**src/rtl/gf180mcu_fd_sc_mcu9t5v0__hold_arb_pkg.sv**
```systemverilog
// Shared types and constants for the hold-keeper bus arbiter.
// Holds the FSM state encoding, counter widths and legal parameter ranges.
package gf180mcu_fd_sc_mcu9t5v0__hold_arb_pkg;

    typedef enum logic [1:0] {
        IDLE  = 2'd0,
        GRANT = 2'd1,
        TURN  = 2'd2
    } state_t;

    localparam int TA_W  = 4;
    localparam int TEN_W = 8;

    localparam int N_MIN    = 2;
    localparam int N_MAX    = 8;
    localparam int TA_MIN   = 1;
    localparam int TA_MAX   = 15;
    localparam int MAXT_MAX = 255;

    // Index width of a requester number; at least one bit.
    function automatic int idx_width(input int n);
        return (n > 1) ? $clog2(n) : 1;
    endfunction

endpackage

```
**src/rtl/gf180mcu_fd_sc_mcu9t5v0__hold_arb_if.sv**
```systemverilog
// Request/grant bundle between the bus drivers and the hold-keeper arbiter.
// Also carries the arbiter's state and priority pointer for observation.
interface gf180mcu_fd_sc_mcu9t5v0__hold_arb_if #(
    parameter int N = 4
);
    import gf180mcu_fd_sc_mcu9t5v0__hold_arb_pkg::*;

    localparam int IDX_W = idx_width(N);

    // Level handshake: a requester holds REQ[i] high for as long as it wants
    // the net; it may drive only while EN[i] is high, and GNT[i]/EN[i] fall
    // one edge after REQ[i] is sampled low or the tenure limit is reached.
    logic [N-1:0]     REQ;
    logic [N-1:0]     GNT;
    logic [N-1:0]     EN;
    logic [IDX_W-1:0] OWNER;
    logic             PARKED;
    logic             TOUT;
    state_t           dbg_state;
    logic [IDX_W-1:0] dbg_ptr;

    modport master (
        output REQ,
        input  GNT, EN, OWNER, PARKED, TOUT, dbg_state, dbg_ptr
    );

    modport slave (
        input  REQ,
        output GNT, EN, OWNER, PARKED, TOUT, dbg_state, dbg_ptr
    );

endinterface

```
**src/rtl/gf180mcu_fd_sc_mcu9t5v0__hold_arb_rr.sv**
```systemverilog
// Combinational round-robin picker: first set request at or above the
// pointer, searching upward and wrapping modulo N.
module gf180mcu_fd_sc_mcu9t5v0__hold_arb_rr
    import gf180mcu_fd_sc_mcu9t5v0__hold_arb_pkg::*;
#(
    parameter int N     = 4,
    parameter int IDX_W = idx_width(N)
) (
    input  logic [N-1:0]     req,
    input  logic [IDX_W-1:0] ptr,
    output logic [N-1:0]     sel,
    output logic [IDX_W-1:0] idx,
    output logic             valid
);

    logic [IDX_W-1:0] cand;

    always_comb begin
        sel   = '0;
        idx   = '0;
        valid = 1'b0;
        cand  = '0;
        for (int i = 0; i < N; i++) begin
            cand = IDX_W'((int'(ptr) + i) % N);
            if (!valid && req[cand]) begin
                valid     = 1'b1;
                idx       = cand;
                sel[cand] = 1'b1;
            end
        end
    end

endmodule

```
**src/rtl/gf180mcu_fd_sc_mcu9t5v0__hold_arb.sv**
```systemverilog
// Round-robin owner arbiter for a tri-state net with a hold keeper: one-hot
// driver enables, a fixed parked gap between owners and a tenure limit.
module gf180mcu_fd_sc_mcu9t5v0__hold_arb
    import gf180mcu_fd_sc_mcu9t5v0__hold_arb_pkg::*;
#(
    parameter int N    = 4,
    parameter int TA   = 1,
    parameter int MAXT = 16
) (
    input  logic CLK,
    input  logic RST,
    gf180mcu_fd_sc_mcu9t5v0__hold_arb_if.slave bus
);

    localparam int IDX_W = idx_width(N);

    localparam logic [TA_W-1:0]  TA_L    = TA_W'(TA);
    localparam logic [TEN_W-1:0] MAXT_L  = TEN_W'(MAXT);
    localparam logic [TEN_W-1:0] TEN_SAT = (MAXT == 0) ? TEN_W'(255) : MAXT_L;

    if (N < N_MIN || N > N_MAX || TA < TA_MIN || TA > TA_MAX ||
        MAXT < 0 || MAXT > MAXT_MAX) begin : g_param_check
        $error("hold_arb: N, TA or MAXT outside the supported range");
    end

    state_t           state;
    logic [IDX_W-1:0] ptr;
    logic [IDX_W-1:0] owner;
    logic [N-1:0]     gnt;
    logic             parked;
    logic             tout;
    logic [TEN_W-1:0] ten_cnt;
    logic [TA_W-1:0]  ta_cnt;

    logic [N-1:0]     pick_sel;
    logic [IDX_W-1:0] pick_idx;
    logic             pick_valid;

    logic             owner_req;
    logic             expired;
    logic             ta_done;
    logic [IDX_W-1:0] next_ptr;

    gf180mcu_fd_sc_mcu9t5v0__hold_arb_rr #(
        .N     (N),
        .IDX_W (IDX_W)
    ) u_rr (
        .req   (bus.REQ),
        .ptr   (ptr),
        .sel   (pick_sel),
        .idx   (pick_idx),
        .valid (pick_valid)
    );

    assign owner_req = bus.REQ[owner];
    assign expired   = (MAXT != 0) && (ten_cnt == MAXT_L);
    assign ta_done   = (ta_cnt == TA_L);
    // Moving the pointer past the departing owner gives it lowest priority.
    assign next_ptr  = (int'(owner) == N - 1) ? '0 : owner + IDX_W'(1);

    always_ff @(posedge CLK) begin
        if (RST) begin
            state   <= IDLE;
            ptr     <= '0;
            owner   <= '0;
            gnt     <= '0;
            parked  <= 1'b1;
            tout    <= 1'b0;
            ten_cnt <= '0;
            ta_cnt  <= '0;
        end else begin
            tout <= 1'b0;
            case (state)
                IDLE, TURN: begin
                    if (state == TURN && !ta_done) begin
                        ta_cnt <= ta_cnt + TA_W'(1);
                    end else if (pick_valid) begin
                        state   <= GRANT;
                        gnt     <= pick_sel;
                        owner   <= pick_idx;
                        parked  <= 1'b0;
                        ten_cnt <= TEN_W'(1);
                    end else begin
                        state <= IDLE;
                    end
                end
                GRANT: begin
                    if (!owner_req || expired) begin
                        state   <= TURN;
                        gnt     <= '0;
                        parked  <= 1'b1;
                        ptr     <= next_ptr;
                        ta_cnt  <= TA_W'(1);
                        ten_cnt <= '0;
                        tout    <= expired && owner_req;
                    end else if (ten_cnt != TEN_SAT) begin
                        ten_cnt <= ten_cnt + TEN_W'(1);
                    end
                end
                default: begin
                    state  <= IDLE;
                    gnt    <= '0;
                    parked <= 1'b1;
                end
            endcase
        end
    end

    assign bus.GNT       = gnt;
    assign bus.EN        = gnt;
    assign bus.OWNER     = owner;
    assign bus.PARKED    = parked;
    assign bus.TOUT      = tout;
    assign bus.dbg_state = state;
    assign bus.dbg_ptr   = ptr;

endmodule

```
**src/flat_wrapper.sv**
```systemverilog
// flat-port wrapper written by rule: the top's interface ports become plain ports
module gf180mcu_fd_sc_mcu9t5v0__hold_arb_flat import gf180mcu_fd_sc_mcu9t5v0__hold_arb_pkg::*;
#(
    parameter int N    = 4,
    parameter int TA   = 1,
    parameter int MAXT = 16
)
  (CLK, RST, bus_REQ, bus_GNT, bus_EN, bus_OWNER, bus_PARKED, bus_TOUT, bus_dbg_state, bus_dbg_ptr);
  gf180mcu_fd_sc_mcu9t5v0__hold_arb_if #(.N(N)) bus_i ();
  input  logic CLK;
  input  logic RST;
  input wire logic [$bits(bus_i.REQ)-1:0] bus_REQ;
  output wire logic [$bits(bus_i.GNT)-1:0] bus_GNT;
  output wire logic [$bits(bus_i.EN)-1:0] bus_EN;
  output wire logic [$bits(bus_i.OWNER)-1:0] bus_OWNER;
  output wire logic [$bits(bus_i.PARKED)-1:0] bus_PARKED;
  output wire logic [$bits(bus_i.TOUT)-1:0] bus_TOUT;
  output wire logic [$bits(bus_i.dbg_state)-1:0] bus_dbg_state;
  output wire logic [$bits(bus_i.dbg_ptr)-1:0] bus_dbg_ptr;
  assign bus_i.REQ = bus_REQ;
  assign bus_GNT = bus_i.GNT;
  assign bus_EN = bus_i.EN;
  assign bus_OWNER = bus_i.OWNER;
  assign bus_PARKED = bus_i.PARKED;
  assign bus_TOUT = bus_i.TOUT;
  assign bus_dbg_state = bus_i.dbg_state;
  assign bus_dbg_ptr = bus_i.dbg_ptr;
  gf180mcu_fd_sc_mcu9t5v0__hold_arb #(.N(N), .TA(TA), .MAXT(MAXT)) u_core (.CLK(CLK), .RST(RST), .bus(bus_i));
endmodule
```
**config.mk**
```make
export PLATFORM = sky130hd
export DESIGN_NAME = gf180mcu_fd_sc_mcu9t5v0__hold_arb_flat
export DESIGN_NICKNAME = d
export VERILOG_FILES = /design/src/rtl/gf180mcu_fd_sc_mcu9t5v0__hold_arb_pkg.sv /design/src/rtl/gf180mcu_fd_sc_mcu9t5v0__hold_arb_if.sv /design/src/rtl/gf180mcu_fd_sc_mcu9t5v0__hold_arb_rr.sv /design/src/rtl/gf180mcu_fd_sc_mcu9t5v0__hold_arb.sv /design/src/flat_wrapper.sv
export SDC_FILE = /design/constraint.sdc
export NUM_CORES = 1
export LEC_CHECK = 0
export ABC_CLOCK_PERIOD_IN_PS = 8230
export BUFFER_PORTS_ARGS = -buffer_cell sky130_fd_sc_hd__buf_2
export CAP_MARGIN = 20
export CELL_PAD_IN_SITES_DETAIL_PLACEMENT = 1
export CELL_PAD_IN_SITES_GLOBAL_PLACEMENT = 2
export CORE_AREA = 2 2 68 70
export CTS_CLUSTER_SIZE = 25
export DETAILED_ROUTE_END_ITERATION = 6
export DIE_AREA = 0 0 70 72
export PLACE_DENSITY_LB_ADDON = 0.15
export SLEW_MARGIN = 15
export SYNTH_ARGS = -nofsm -noshare
export SYNTH_HDL_FRONTEND = slang
export SYNTH_SLANG_ARGS = --single-unit
```
**constraint.sdc**
```tcl
create_clock -name CLK -period 8.23 [get_ports CLK]
set_clock_uncertainty 0.1 [all_clocks]
set_input_delay 0.4115 -clock CLK [delete_from_list [all_inputs] [get_ports CLK]]
set_output_delay 0.4115 -clock CLK [all_outputs]
set_load 0.02 [all_outputs]
```
==> flow_metrics.tcl <==
set metrics [dict create \
    synth_top_area_cell "sky130_fd_sc_hd__dfxtp_1" \
    post-cts-setup-buffer-count 0 \
    synth-seq-area-share_pct 30.4 \
    timing.fmax_ghz 0.289 \
    cts_root_buffer "sky130_fd_sc_hd__clkbuf_8" \
    via_count_of_the_first_global_routing_pass 1397 \
    start_util_pct 37.1 \
    final_antenna_diode_count 0 \
    timing.critical_path.to_type "register" \
    chipHeight_um 72 \
    worst_setup_path_start_kind "register" \
    reg2reg_setup_slack_ns 4.77 \
    number_of_antenna_violations_at_the_first_check_in_global_routing 0 \
    ratio_of_cells_with_drive_above_1_in_the_final_layout_pct 18.2 \
    fp.dieArea_mm2 0.00504 \
    ios 22 \
    postSynthAreaPerCell_um2 9.19 \
    status "finished, final reports clean" \
    hold_path.class "reg -> reg" \
    syn_inst 172 \
    vias_per_cell 5.77 \
    worst-setup-path-type "reg -> reg" \
    wl_per_cell_um 15.8 \
    total_nets_final 206 \
    rsz0062_at_grt "no" \
    design.core.area_mm2 0.00426 \
    synthMostInstantiatedCell "sky130_fd_sc_hd__dfxtp_1" \
    clock_tree_from_tritoncts "done" \
    gp_congestion 0.719 \
    cp_data_required_time_ns 8.34 \
    wire_length_of_the_first_global_routing_pass_mm 6.49 \
    netlist-cell-type-count 48 \
    cts.clk_slew.worst_paths_ns 0.09 \
    synth_net_count 190 \
    globalRouteOverflowTotal 0 \
    critical-path-max-stage-delay_ns 0.74 \
    timing_hold_violations_final 0 \
    rows 24 \
    setup_viol_count_final 0 \
    place_inst 235 \
    critPathArrivalTime_ns 3.57 \
    dp_hpwl_mm 2.86 \
    post-route-period-util_pct 42.1 \
    post_cts_hold_buffer_count 0 \
    timing.final.crit_period_ns 3.46 \
    clock_path_buffers 2 \
    max_slew_margin_pct 50.3 \
    synth-main-ff-cell "sky130_fd_sc_hd__dfxtp_1" \
    dr_total_vias 1380 \
    leakage_nw 0.653 \
    cts_inserted_buffers 3 \
    ys_async_sr_fraction_pct 0 \
    power_density_mw_per_mm2 275 \
    crit_slowest_cell "sky130_fd_sc_hd__dfxtp_1" \
    final_antenna_net_count 0 \
    pin_count_of_the_biggest_net_entering_global_routing 18 \
    syn_area_mm2 0.00158 \
    peakVddDrop_uv 131 \
    areaGrowthSynthToFinish_pct 10.2 \
    ctsHtreeMaxLevel 1 \
    clock_latency_late_sink_ns 0.27 \
    totalWireLength_mm 3.77 \
    footprint_of_the_multi_input_gates_mm2 0.00101 \
    place.port_buffers 21 \
    crit_path_cell_trace "inv_1, ha_1, mux4_2, or4_4, o21ai_2, o21ai_0, a21oi_1" \
    drt_first_iter_violations 63 \
    n_fill_cell 518 \
    maxCapViolations 0 \
    drc 0 \
    synth_top_area_share_pct 30.4 \
    synthesis.yosys.warnings 0 \
    synth_common_cells "sky130_fd_sc_hd__dfxtp_1, sky130_fd_sc_hd__nand2_1, sky130_fd_sc_hd__a21oi_1, sky130_fd_sc_hd__ha_1, sky130_fd_sc_hd__inv_1" \
    final.setup.tns_ns 0 \
    drt_first_pass_iters 4 \
    cts_num_sinks 24 \
    critPathMaxFanout 16 \
    fin_cells 239 \
    sequential_cell_area_um2 480 \
    final-max-slew-violation-count 0 \
    post_cts.resized_instances 0 \
    synth.ff_latch_count 24 \
    grt_use_total_pct 15.7 \
    synth.area.top_cells "sky130_fd_sc_hd__dfxtp_1, sky130_fd_sc_hd__ha_1, sky130_fd_sc_hd__mux4_2, sky130_fd_sc_hd__a21oi_1, sky130_fd_sc_hd__nand2_1" \
    tightestPinTransition_ns 0.740 \
    number_of_enable_type_register_cells_in_the_synthesized_netlist 0 \
    die-width_um 70 \
]
state kept, by name (all words and copies together) (netlist names):
register and count:
u_core.bus.dbg_ptr 2, u_core.bus.dbg_state 2, u_core.ten_cnt 8, u_core.bus.TOUT 1, u_core.bus.PARKED 1, u_core.bus.OWNER 2, u_core.bus.EN 4, u_core.ta_cnt 4
final timing paths:
path | start | endpoint | depth (start not counted)
hold reg to reg | u_core.ten_cnt[7] | u_core.ten_cnt[7] | 2
setup / recovery | u_core.bus.dbg_ptr[0] | u_core.ten_cnt[4] | 7
hold / removal | u_core.ten_cnt[7] | u_core.ten_cnt[7] | 2
setup reg to reg | u_core.bus.dbg_ptr[0] | u_core.ten_cnt[4] | 7
power breakdown:
part           switching (mW)  internal (mW)  total, mW
clock network          0.0407         0.0428     0.0835
registers              0.0322          0.137      0.169
logic                   0.135         0.0914      0.226
total                   0.208          0.271      0.479
stage by stage:
step	worst slack, ns	hold slack (ns)	power, mW	area [um2]	util [%]
2_1_floorplan	5.19	0.352	0.346	1580	-
3_3_place_gp	4.91	0.371	0.393	1690	39.6
3_5_place_dp	4.77	0.379	0.400	1690	39.6
4_1_cts	4.75	0.393	0.484	1740	40.9
5_1_grt	4.54	0.420	0.517	1740	40.9
6_report	4.77	0.391	0.479	1740	40.9
kinds of logic (layout without fill, tap and decap cells):
kind of cell / count (synthesis) / after routing / synth area share, %
and+or+nand+nor: 59 / 59 / 20.9
AOI/OAI and AO/OA: 50 / 50 / 23.5
DFF: 24 / 24 / 30.4
buffers and inverters: 18 / 33 / 5.93
adders and majority gates: 12 / 12 / 9.49
muxes: 7 / 7 / 8.70
xor gates and xnor gates: 2 / 2 / 1.11
critical path: cells and delay by family (launching register included):
| family | cells | cell delay [ns] |
|---|---|---|
| AOI/OAI and AO/OA | 3 | 0.69 |
| adders and majority gates | 1 | 0.45 |
| buffers and inverters | 1 | 0.18 |
| DFF | 1 | 0.74 |
| muxes | 1 | 0.64 |
| and+or+nand+nor | 1 | 0.59 |
metal layers:
metal  vias to the layer above  wire length, um  GRT usage, %
met4                         0               17          2.56
met3                         2              123          2.64
met2                        24             1770          27.4
met5                         -                0             0
li1                        679                -             -
met1                       675             1860          20.9
area by class of cell:
type,count,share of cell area (%)
multi-input cells,130,57.8
flip-flops and latches,24,27.6
repair buffers,21,6.03
well taps,52,3.73
clock buffers,4,3.16
inverters,8,1.72
placed cells by master, fill, tap and decap left out, types with 2 or more instances in the layout:
cell type and n:
sky130_fd_sc_hd__dfxtp_1 24, sky130_fd_sc_hd__buf_2 21, sky130_fd_sc_hd__nand2_1 14, sky130_fd_sc_hd__a21oi_1 12
sky130_fd_sc_hd__ha_1 12, sky130_fd_sc_hd__inv_1 8, sky130_fd_sc_hd__nor2_1 7, sky130_fd_sc_hd__nor3_1 6
sky130_fd_sc_hd__nor2b_1 6, sky130_fd_sc_hd__nand3_1 6, sky130_fd_sc_hd__nand3b_1 5, sky130_fd_sc_hd__a221oi_1 5
sky130_fd_sc_hd__o21ai_0 5, sky130_fd_sc_hd__mux4_2 4, sky130_fd_sc_hd__o2bb2ai_1 4, sky130_fd_sc_hd__a22o_1 4
sky130_fd_sc_hd__clkbuf_8 4, sky130_fd_sc_hd__o31ai_1 3, sky130_fd_sc_hd__or4_1 3, sky130_fd_sc_hd__o21a_1 3
sky130_fd_sc_hd__nand4_1 2, sky130_fd_sc_hd__or3_1 2, sky130_fd_sc_hd__xor2_1 2, sky130_fd_sc_hd__a211oi_1 2
Power figures use the tool's default switching activity.
